<file path="config.mk">
export PLATFORM = sky130hd
export DESIGN_NAME = rr_gather8_4to1
export DESIGN_NICKNAME = d
export VERILOG_FILES = /design/src/rtl/rr_gather8_4to1.sv
export SDC_FILE = /design/constraint.sdc
export NUM_CORES = 1
export LEC_CHECK = 0
export CAP_MARGIN = 20
export CORE_ASPECT_RATIO = 0.9
export CORE_UTILIZATION = 36
export CTS_CLUSTER_DIAMETER = 150
export CTS_CLUSTER_SIZE = 40
export DETAILED_ROUTE_END_ITERATION = 10
export PLACE_DENSITY = 0.73
export SYNTH_ARGS = -nofsm -noshare
export SYNTH_HDL_FRONTEND = slang
export SYNTH_SLANG_ARGS = --single-unit
</file>
<file path="constraint.sdc">
create_clock -name clk -period 2.1 [get_ports clk]
set_input_delay 0.21 -clock clk [delete_from_list [all_inputs] [get_ports clk]]
set_output_delay 0.21 -clock clk [all_outputs]
set_load 0.005 [all_outputs]
</file>
<file path="src/rtl/rr_gather8_4to1.sv">
// rr_gather8_4to1 -- four-producer to one-consumer byte gatherer.
//
// Four independent valid/ready byte streams are merged into one registered
// output stream tagged with the source channel. Arbitration is round-robin
// with a per-channel burst allowance: the channel holding priority may pass
// up to BURST_MAX consecutive bytes before priority rotates past it.
//
// Parameters:
//   RR_START  : channel (0..3) holding highest priority after reset
//   BURST_MAX : consecutive bytes per channel before rotation (1..15)
//
// Ports:
//   clk, rst            : clock, synchronous active-high reset
//   in_valid[3:0]       : per-channel byte valid
//   in_data0..in_data3  : per-channel bytes
//   in_ready[3:0]       : per-channel accept (one-hot or zero)
//   out_valid/out_data/out_ch/out_ready : registered output stream
//
// Optional feature, macro GATHER_SUM_EN:
//   sum_clr (in), sum_out[7:0] (out) -- running mod-256 sum of every byte
//   delivered on the output; sum_clr wins over accumulation.

module mux8_4to1b (
  input  logic [1:0] sel,
  input  logic [7:0] d0,
  input  logic [7:0] d1,
  input  logic [7:0] d2,
  input  logic [7:0] d3,
  output logic [7:0] y
);
  always_comb begin
    case (sel)
      2'd0:    y = d0;
      2'd1:    y = d1;
      2'd2:    y = d2;
      default: y = d3;
    endcase
  end
endmodule

`ifdef GATHER_SUM_EN
module adder8b (
  input  logic [7:0] a,
  input  logic [7:0] b,
  output logic [7:0] y
);
  // carry out is intentionally dropped: sum wraps modulo 256
  assign y = a + b;
endmodule
`endif

module rr_gather8_4to1 #(
  parameter int RR_START  = 0,
  parameter int BURST_MAX = 1
) (
  input  logic       clk,
  input  logic       rst,
  input  logic [3:0] in_valid,
  input  logic [7:0] in_data0,
  input  logic [7:0] in_data1,
  input  logic [7:0] in_data2,
  input  logic [7:0] in_data3,
  output logic [3:0] in_ready,
  output logic       out_valid,
  output logic [7:0] out_data,
  output logic [1:0] out_ch,
`ifdef GATHER_SUM_EN
  input  logic       sum_clr,
  output logic [7:0] sum_out,
`endif
  input  logic       out_ready
);

  localparam logic [1:0] PTR_RST = 2'(RR_START);
  localparam logic [3:0] BMAX    = 4'(BURST_MAX);

  logic       out_valid_q, out_valid_d;
  logic [7:0] out_data_q,  out_data_d;
  logic [1:0] out_ch_q,    out_ch_d;
  logic [1:0] ptr_q,       ptr_d;
  logic [3:0] burst_cnt_q, burst_cnt_d;

  logic       found;
  logic [1:0] grant;
  logic       load_en;
  logic       xfer;
  logic       fire;
  logic [3:0] n_eff;
  logic [7:0] sel_data;

  // Grant: first valid channel scanning from ptr upward, wrapping at 3.
  always_comb begin
    found = 1'b0;
    grant = 2'd0;
    for (int k = 0; k < 4; k++) begin
      if (!found && in_valid[ptr_q + 2'(k)]) begin
        found = 1'b1;
        grant = ptr_q + 2'(k);
      end
    end
  end

  assign load_en = ~out_valid_q | out_ready;
  assign xfer    = found & load_en & ~rst;
  assign fire    = out_valid_q & out_ready;
  // Burst count continues only while the priority holder keeps winning.
  assign n_eff   = (grant == ptr_q) ? burst_cnt_q + 4'd1 : 4'd1;

  mux8_4to1b u_mux (
    .sel (grant),
    .d0  (in_data0),
    .d1  (in_data1),
    .d2  (in_data2),
    .d3  (in_data3),
    .y   (sel_data)
  );

  always_comb begin
    in_ready = 4'b0000;
    if (!rst && found && load_en) in_ready = 4'b0001 << grant;
  end

  always_comb begin
    out_valid_d = out_valid_q;
    out_data_d  = out_data_q;
    out_ch_d    = out_ch_q;
    ptr_d       = ptr_q;
    burst_cnt_d = burst_cnt_q;
    if (fire) out_valid_d = 1'b0;
    if (xfer) begin
      out_valid_d = 1'b1;
      out_data_d  = sel_data;
      out_ch_d    = grant;
      if (n_eff == BMAX) begin
        ptr_d       = grant + 2'd1;
        burst_cnt_d = 4'd0;
      end else begin
        ptr_d       = grant;
        burst_cnt_d = n_eff;
      end
    end
  end

  always_ff @(posedge clk) begin
    if (rst) begin
      out_valid_q <= 1'b0;
      out_data_q  <= 8'h00;
      out_ch_q    <= 2'd0;
      ptr_q       <= PTR_RST;
      burst_cnt_q <= 4'd0;
    end else begin
      out_valid_q <= out_valid_d;
      out_data_q  <= out_data_d;
      out_ch_q    <= out_ch_d;
      ptr_q       <= ptr_d;
      burst_cnt_q <= burst_cnt_d;
    end
  end

  assign out_valid = out_valid_q;
  assign out_data  = out_data_q;
  assign out_ch    = out_ch_q;

`ifdef GATHER_SUM_EN
  logic [7:0] sum_q, sum_d, sum_add;

  adder8b u_add (
    .a (sum_q),
    .b (out_data_q),
    .y (sum_add)
  );

  always_comb begin
    sum_d = sum_q;
    if (sum_clr)   sum_d = 8'h00;
    else if (fire) sum_d = sum_add;
  end

  always_ff @(posedge clk) begin
    if (rst) sum_q <= 8'h00;
    else     sum_q <= sum_d;
  end

  assign sum_out = sum_q;
`endif

endmodule

</file>
==> impl_metrics.tcl, run 1 <==
set metrics [dict create \
    outcome "finished, final reports clean" \
    syn_avg_cell_area_sq_um 7.73 \
    cts_root_buffer "clkbuf_4" \
    drt-total-wl_mm 3.24 \
    place_area_sq_um 1790 \
    grtUsageTotal_pct 20.9 \
    clk_path_buf_depth 2 \
    crit_family "simple AND/OR/NAND/NOR gates" \
    rrSetupSlack_ns 0.04 \
    pwr-share-comb_pct 52.7 \
    core_area_sq_um 2840 \
    rsz0062_at_grt "true" \
    path_cells "nand2b_4 -> a21oi_1 -> nor3_2 -> buf_4 -> ha_1 -> and3_1 -> dlygate4sd2_1" \
    worstSetupEndpointType "output port" \
    setup_violations 0 \
    antenna_left 0 \
    finalCritPeriodShare_pct 98.9 \
    placed_cells 245 \
    antenna_found_initial 0 \
    nets 260 \
    critPathSlowestCell "dfxtp_4" \
    h-tree-depth 1 \
    power.internal_mw 0.805 \
    synth_edf_count 0 \
    hold_class "in2reg" \
    cp.arrival_ns 1.87 \
    num_io_pins 54 \
    yosysWarnings 0 \
    hold_violations 0 \
    numCtsBuffers 3 \
    fillers 252 \
    reg2reg_depth 10 \
    first_pass_iters 6 \
    grt_max_degree 19 \
    clock_skew_ns 0.0100 \
    hold_buffers 0 \
    leakagePower_nw 0.772 \
    slew-limit-headroom_pct 76.0 \
    drt_iter0_markers 114 \
    diodes 0 \
    mappedNetlistArea_sq_um 1110 \
    syn_to_final_growth_pct 70.6 \
    stdcell_area_sq_um 1900 \
    synth.distinct_cells 37 \
    pwr-share-seq_pct 32.7 \
    ir_drop_v 0.000277 \
    drive_above_1_share_pct 23.4 \
    regArea_sq_um 345 \
    syn-num-nets 189 \
    synth_seq_cells 17 \
    startpoint_type "register" \
    vias_per_cell 5.04 \
    multi_input_area_sq_um 764 \
    powerDensity_nw_per_um2 648 \
    ys_seq_area_share_pct 30.6 \
    overflow 0 \
    num_vias 1281 \
    worst_pin_slew_ns 0.349 \
    hp-start "in_valid[0]" \
    p_sw_mw 0.425 \
    grt_first_pass_wirelength_mm 5.12 \
    max_freq_mhz 481 \
    crit_required_ns 1.89 \
    crit_buf_inv 2 \
    timing.rr.start "ptr_q[0]" \
    num_rows 18 \
    remaining_drc_errors 0 \
    die_area_sq_um 3320 \
    p_clk_share_pct 14.7 \
    place_congestion 0.811 \
    swShare_pct 34.5 \
    slew_viol_final 0 \
    worst-path-stages 7 \
    layout_min_cycle_time_ns 2.08 \
    ys.flop_type "dfxtp_1" \
    grt_pass1_vias 1169 \
    critical-path-max-stage-delay_ns 0.39 \
    dieWidth_microns 60.6 \
    drt-wirelength-per-cell_microns 12.8 \
    cts_tree "done" \
    crit_path_end "in_ready[2]" \
    final_cell_mix "clkdlybuf4s50_1, nand2_1, buf_4, dfxtp_1, a21oi_1" \
    initial_core_util_pct 39.2 \
    maxCapViolations 0 \
    crit_type "reg2out" \
    final_common_cell "clkdlybuf4s50_1" \
    path_clk_slew_ns 0.11 \
    clock_latency_ns 0.29 \
    r2r_end "out_data[4]" \
    die-height_microns 54.8 \
    cts_sinks 17 \
    place_hpwl_mm 2.39 \
    synth_cells 144 \
    crit_fanout 5 \
    async_flop_share_pct 0 \
    crit_start "ptr_q[0]" \
    fin_cells 254 \
    io_buffer_count 53 \
]
## power by group through the flow
stage / Sequential, mW / Combinational, mW / Clock, mW
after floorplan: 0.404 / 0.292 / 0
after global placement: 0.403 / 0.564 / 0
after global routing: 0.406 / 0.708 / 0.209
after CTS: 0.399 / 0.603 / 0.183
after detailed placement: 0.405 / 0.571 / 0
final: 0.402 / 0.648 / 0.180
## final cells by class
type	instances	area share, %
multi-input cells	111	40.3
repair buffers	76	36.3
flip-flops and latches	17	18.2
well taps	40	2.64
clock buffers	3	1.19
inverters	6	1.19
clock inverters	1	0.264
## cells by family (layout without fill, tap and decap cells)
family	after synthesis	count (layout)	share of synthesized area (%)
flops	17	17	30.6
simple gates	59	59	26.7
fa+ha+maj	6	6	6.74
buf+inv	16	86	6.40
compound gates	42	42	26.2
xor+xnor	2	2	1.57
mux	2	2	1.80
## how the worst min path moves through the flow
stage / endpoint / slack (ns) / cells after the start
6_report: out_valid / 0.42 / 3
3_3_place_gp: out_data[2] / 0.44 / 2
4_1_cts: out_valid / 0.42 / 3
3_5_place_dp: out_data[6] / 0.45 / 2
5_1_grt: out_valid / 0.42 / 3
2_1_floorplan: out_valid / 0.39 / 2
## state kept, by name, indices dropped and copies added, names as in the netlist
name,count
out_valid,1
ptr_q,2
out_data,8
burst_cnt_q,4
out_ch,2
## per-stage QoR
stage	worst slack [ns]	total power [mW]	TNS [ns]	hold WS, ns	util (%)
5_1_grt	-0.173	1.32	-0.747	0.421	66.9
2_1_floorplan	0.102	0.695	0	0.387	-
6_report	0.0221	1.23	0	0.417	66.9
3_3_place_gp	-0.390	0.966	-4.55	0.442	63.1
3_5_place_dp	-0.455	0.975	-5.24	0.449	63.1
4_1_cts	-0.0545	1.18	-0.0586	0.417	65.3
## tightest hold or removal path, delay by kind of cell
kind / cells / cell delay [ns]
buf+inv: 2 / 0.37
compound gates: 1 / 0.09
## repair_timing
item | 4_1_cts | 5_1_grt
setup buffers | 3 | 2
pin swaps | 6 | 12
setup endpoints to repair | 12 | 12
gates resized for setup | 22 | 16
## per-layer routing
metal,vias up,global-route usage [%],part of all wire (%)
li1,663,-,-
met1,563,28.1,48
met2,53,35.5,46
met3,2,2.60,5.4
met4,0,4.92,0.62
met5,-,0,0
## synthesized netlist by cell type, types with 2 or more instances
cell type,instances,share of area [%]
nand2_1,34,11
dfxtp_1,17,31
a21oi_1,15,6.7
o21ai_0,9,4.0
a222oi_1,8,7.2
clkbuf_1,7,2.4
ha_1,6,6.7
inv_1,6,2.0
and3_1,4,2.2
nand3_1,4,1.8
nor3_1,3,1.3
a31oi_1,2,1.1
mux2i_1,2,1.8
nor2_1,2,0.67
or4_1,2,1.3
xnor2_1,2,1.6
No activity file was read; power rests on OpenSTA's default activity.
==> run 2, diff against run 1 <==
--- a/config.mk
+++ b/config.mk
@@ -5,6 +5,7 @@
 export SDC_FILE = /design/constraint.sdc
 export NUM_CORES = 1
 export LEC_CHECK = 0
+export ABC_CLOCK_PERIOD_IN_PS = 2100
 export CAP_MARGIN = 20
 export CORE_ASPECT_RATIO = 0.9
 export CORE_UTILIZATION = 36
==> results of run 2 <==
Same layout as run 1: the final DEF is identical, and so are final timing and power.
==> run 3, diff against run 2 <==
--- a/config.mk
+++ b/config.mk
@@ -12,7 +12,7 @@
 export CTS_CLUSTER_DIAMETER = 150
 export CTS_CLUSTER_SIZE = 40
 export DETAILED_ROUTE_END_ITERATION = 10
-export PLACE_DENSITY = 0.73
+export PLACE_DENSITY = 0.75
 export SYNTH_ARGS = -nofsm -noshare
 export SYNTH_HDL_FRONTEND = slang
 export SYNTH_SLANG_ARGS = --single-unit
==> impl_metrics.tcl, run 3 (same netlist as run 1, synthesis figures left out) <==
set metrics [dict create \
    ir_drop_v 0.000354 \
    num_rows 18 \
    cts_sinks 17 \
    largest_register_ffs 8 \
    final_cell_mix "clkdlybuf4s50_1, nand2_1, buf_4, dfxtp_1, a21oi_1" \
    rrSetupSlack_ns 0.01 \
    crit_type "reg2out" \
    clock_latency_ns 0.32 \
    critical-path-max-stage-delay_ns 0.39 \
    die_area_sq_um 3320 \
    dieWidth_microns 60.6 \
    worstSetupEndpointType "output port" \
    overflow 0 \
    p_total_mw 1.33 \
    numCtsBuffers 3 \
    vias_per_cell 5.50 \
    worstHoldEndpoint "out_data[0]" \
    num_io_pins 54 \
    critPathMostFrequentCell "buf_4" \
    drive_above_1_share_pct 27.7 \
    final_common_cell "clkdlybuf4s50_1" \
    reg2reg_depth 11 \
    outcome "finished with violations" \
    cp.arrival_ns 1.95 \
    crit_fanout 5 \
    remaining_drc_errors 0 \
    worst_pin_slew_ns 0.359 \
    fillers 231 \
    hp-start "out_data[0]" \
    leakagePower_nw 0.798 \
    crit_family "buffers and inverters" \
    core_area_sq_um 2840 \
    io_buffer_count 53 \
    placed_cells 248 \
    grtUsageTotal_pct 24.3 \
    slew_viol_final 0 \
    first_pass_iters 4 \
    finalWorstSetupSlack_ns -0.0561 \
    crit_required_ns 1.89 \
    slew-limit-headroom_pct 75.4 \
    cts_tree "done" \
    nets 266 \
    hold_class "reg2reg" \
    path_cells "buf_4 -> a221oi_4 -> nand2_2 -> inv_2 -> buf_4 -> ha_2 -> and3_1 -> clkbuf_2" \
    max_freq_mhz 464 \
    hold_violations 0 \
    hold_buffers 0 \
    num_vias 1429 \
    grt_first_pass_wirelength_mm 5.83 \
    cts_root_buffer "clkbuf_4" \
    antenna_found_initial 0 \
    drt-total-wl_mm 3.91 \
    grt_pass1_vias 1330 \
    path_clk_slew_ns 0.12 \
    crit_buf_inv 4 \
    timing.rr.start "ptr_q[0]" \
    syn_to_final_growth_pct 77.8 \
    layout_min_cycle_time_ns 2.16 \
    utilization_pct 69.8 \
    violations "negative setup slack" \
    place_hpwl_mm 2.63 \
    h-tree-depth 1 \
    fin_cells 260 \
    finalCritPeriodShare_pct 103 \
    r2r_end "out_data[5]" \
    powerDensity_nw_per_um2 670 \
    drt_iter0_markers 123 \
    grt_max_degree 19 \
    setup_violations 2 \
    place_congestion 0.884 \
    critPathSlowestCell "dfxtp_4" \
    die-height_microns 54.8 \
    rsz0062_at_grt "true" \
    clock_skew_ns 0.00964 \
    drt-wirelength-per-cell_microns 15.0 \
    clk_path_buf_depth 2 \
    diodes 0 \
    whs_path_depth 2 \
    antenna_left 0 \
    initial_core_util_pct 39.2 \
    maxCapViolations 0 \
    startpoint_type "register" \
]
==> run 3: cell count changes in the layout (fill, tap and decap cells not counted), sizes merged <==
cell	previous run	this run
dlygate4sd2	5	4
clkbuf	5	6
buf	24	30
==> run 3: area by class of cell <==
cell class	instances	area, sq um	area share [%]
clock buffer	3	22.5	1.14
clock inverter	1	5.00	0.253
inverter	6	22.5	1.14
multi-input combinational	111	795	40.1
sequential	17	348	17.6
tap	40	50.0	2.53
timing repair buffer	82	737	37.2
==> run 3: worst max path at each step <==
stage                           start           to  slack, ns  cells past startpoint
after floorplan              ptr_q[0]  out_data[0]       0.10                     11
after global placement    in_valid[0]  out_data[7]      -0.37                     10
after detailed placement  in_valid[0]  out_data[7]      -0.47                     10
after CTS                    ptr_q[0]  in_ready[1]      -0.09                      9
after global routing         ptr_q[0]  out_data[5]      -0.17                     10
final                        ptr_q[0]  in_ready[1]      -0.06                      8
==> run 3: per-stage QoR <==
step                TNS [ns]  instance area [sq um]  worst slack [ns]  hold WS (ns)
floorplan                  0                   1120             0.102         0.387
global placement       -3.99                   1810            -0.374         0.442
detailed placement     -4.81                   1810            -0.470         0.448
CTS                   -0.162                   1920           -0.0949         0.463
global route           -1.04                   1980            -0.171         0.485
finish               -0.0741                   1980           -0.0561         0.461
==> run 3: repair_timing <==
item	4_1_cts	5_1_grt
setup buffers	6	3
resized for setup	21	28
endpoints found under the setup margin	12	12
pin swaps	3	17
cloned	0	0
==> run 3: worst min-delay path: cells and delay by family, from the launching register on <==
| family | cells | cell delay, ns |
|---|---|---|
| AOI/OAI and AO/OA | 1 | 0.05 |
| DFF | 1 | 0.32 |
| and+or+nand+nor | 1 | 0.05 |
==> run 3: where the power goes <==
part           switching (mW)  leakage [nW]  internal (mW)
logic                   0.324         0.639          0.408
clock network           0.125        0.0177         0.0714
registers              0.0296         0.141          0.369
==> run 3: routing by layer <==
| layer | global-route usage [%] | wire, microns | vias up |
|---|---|---|---|
| li1 | - | - | 680 |
| met1 | 28.8 | 1640 | 655 |
| met2 | 41.8 | 1870 | 82 |
| met3 | 4.26 | 269 | 12 |
| met4 | 13.6 | 124 | 0 |
| met5 | 0 | 0 | - |
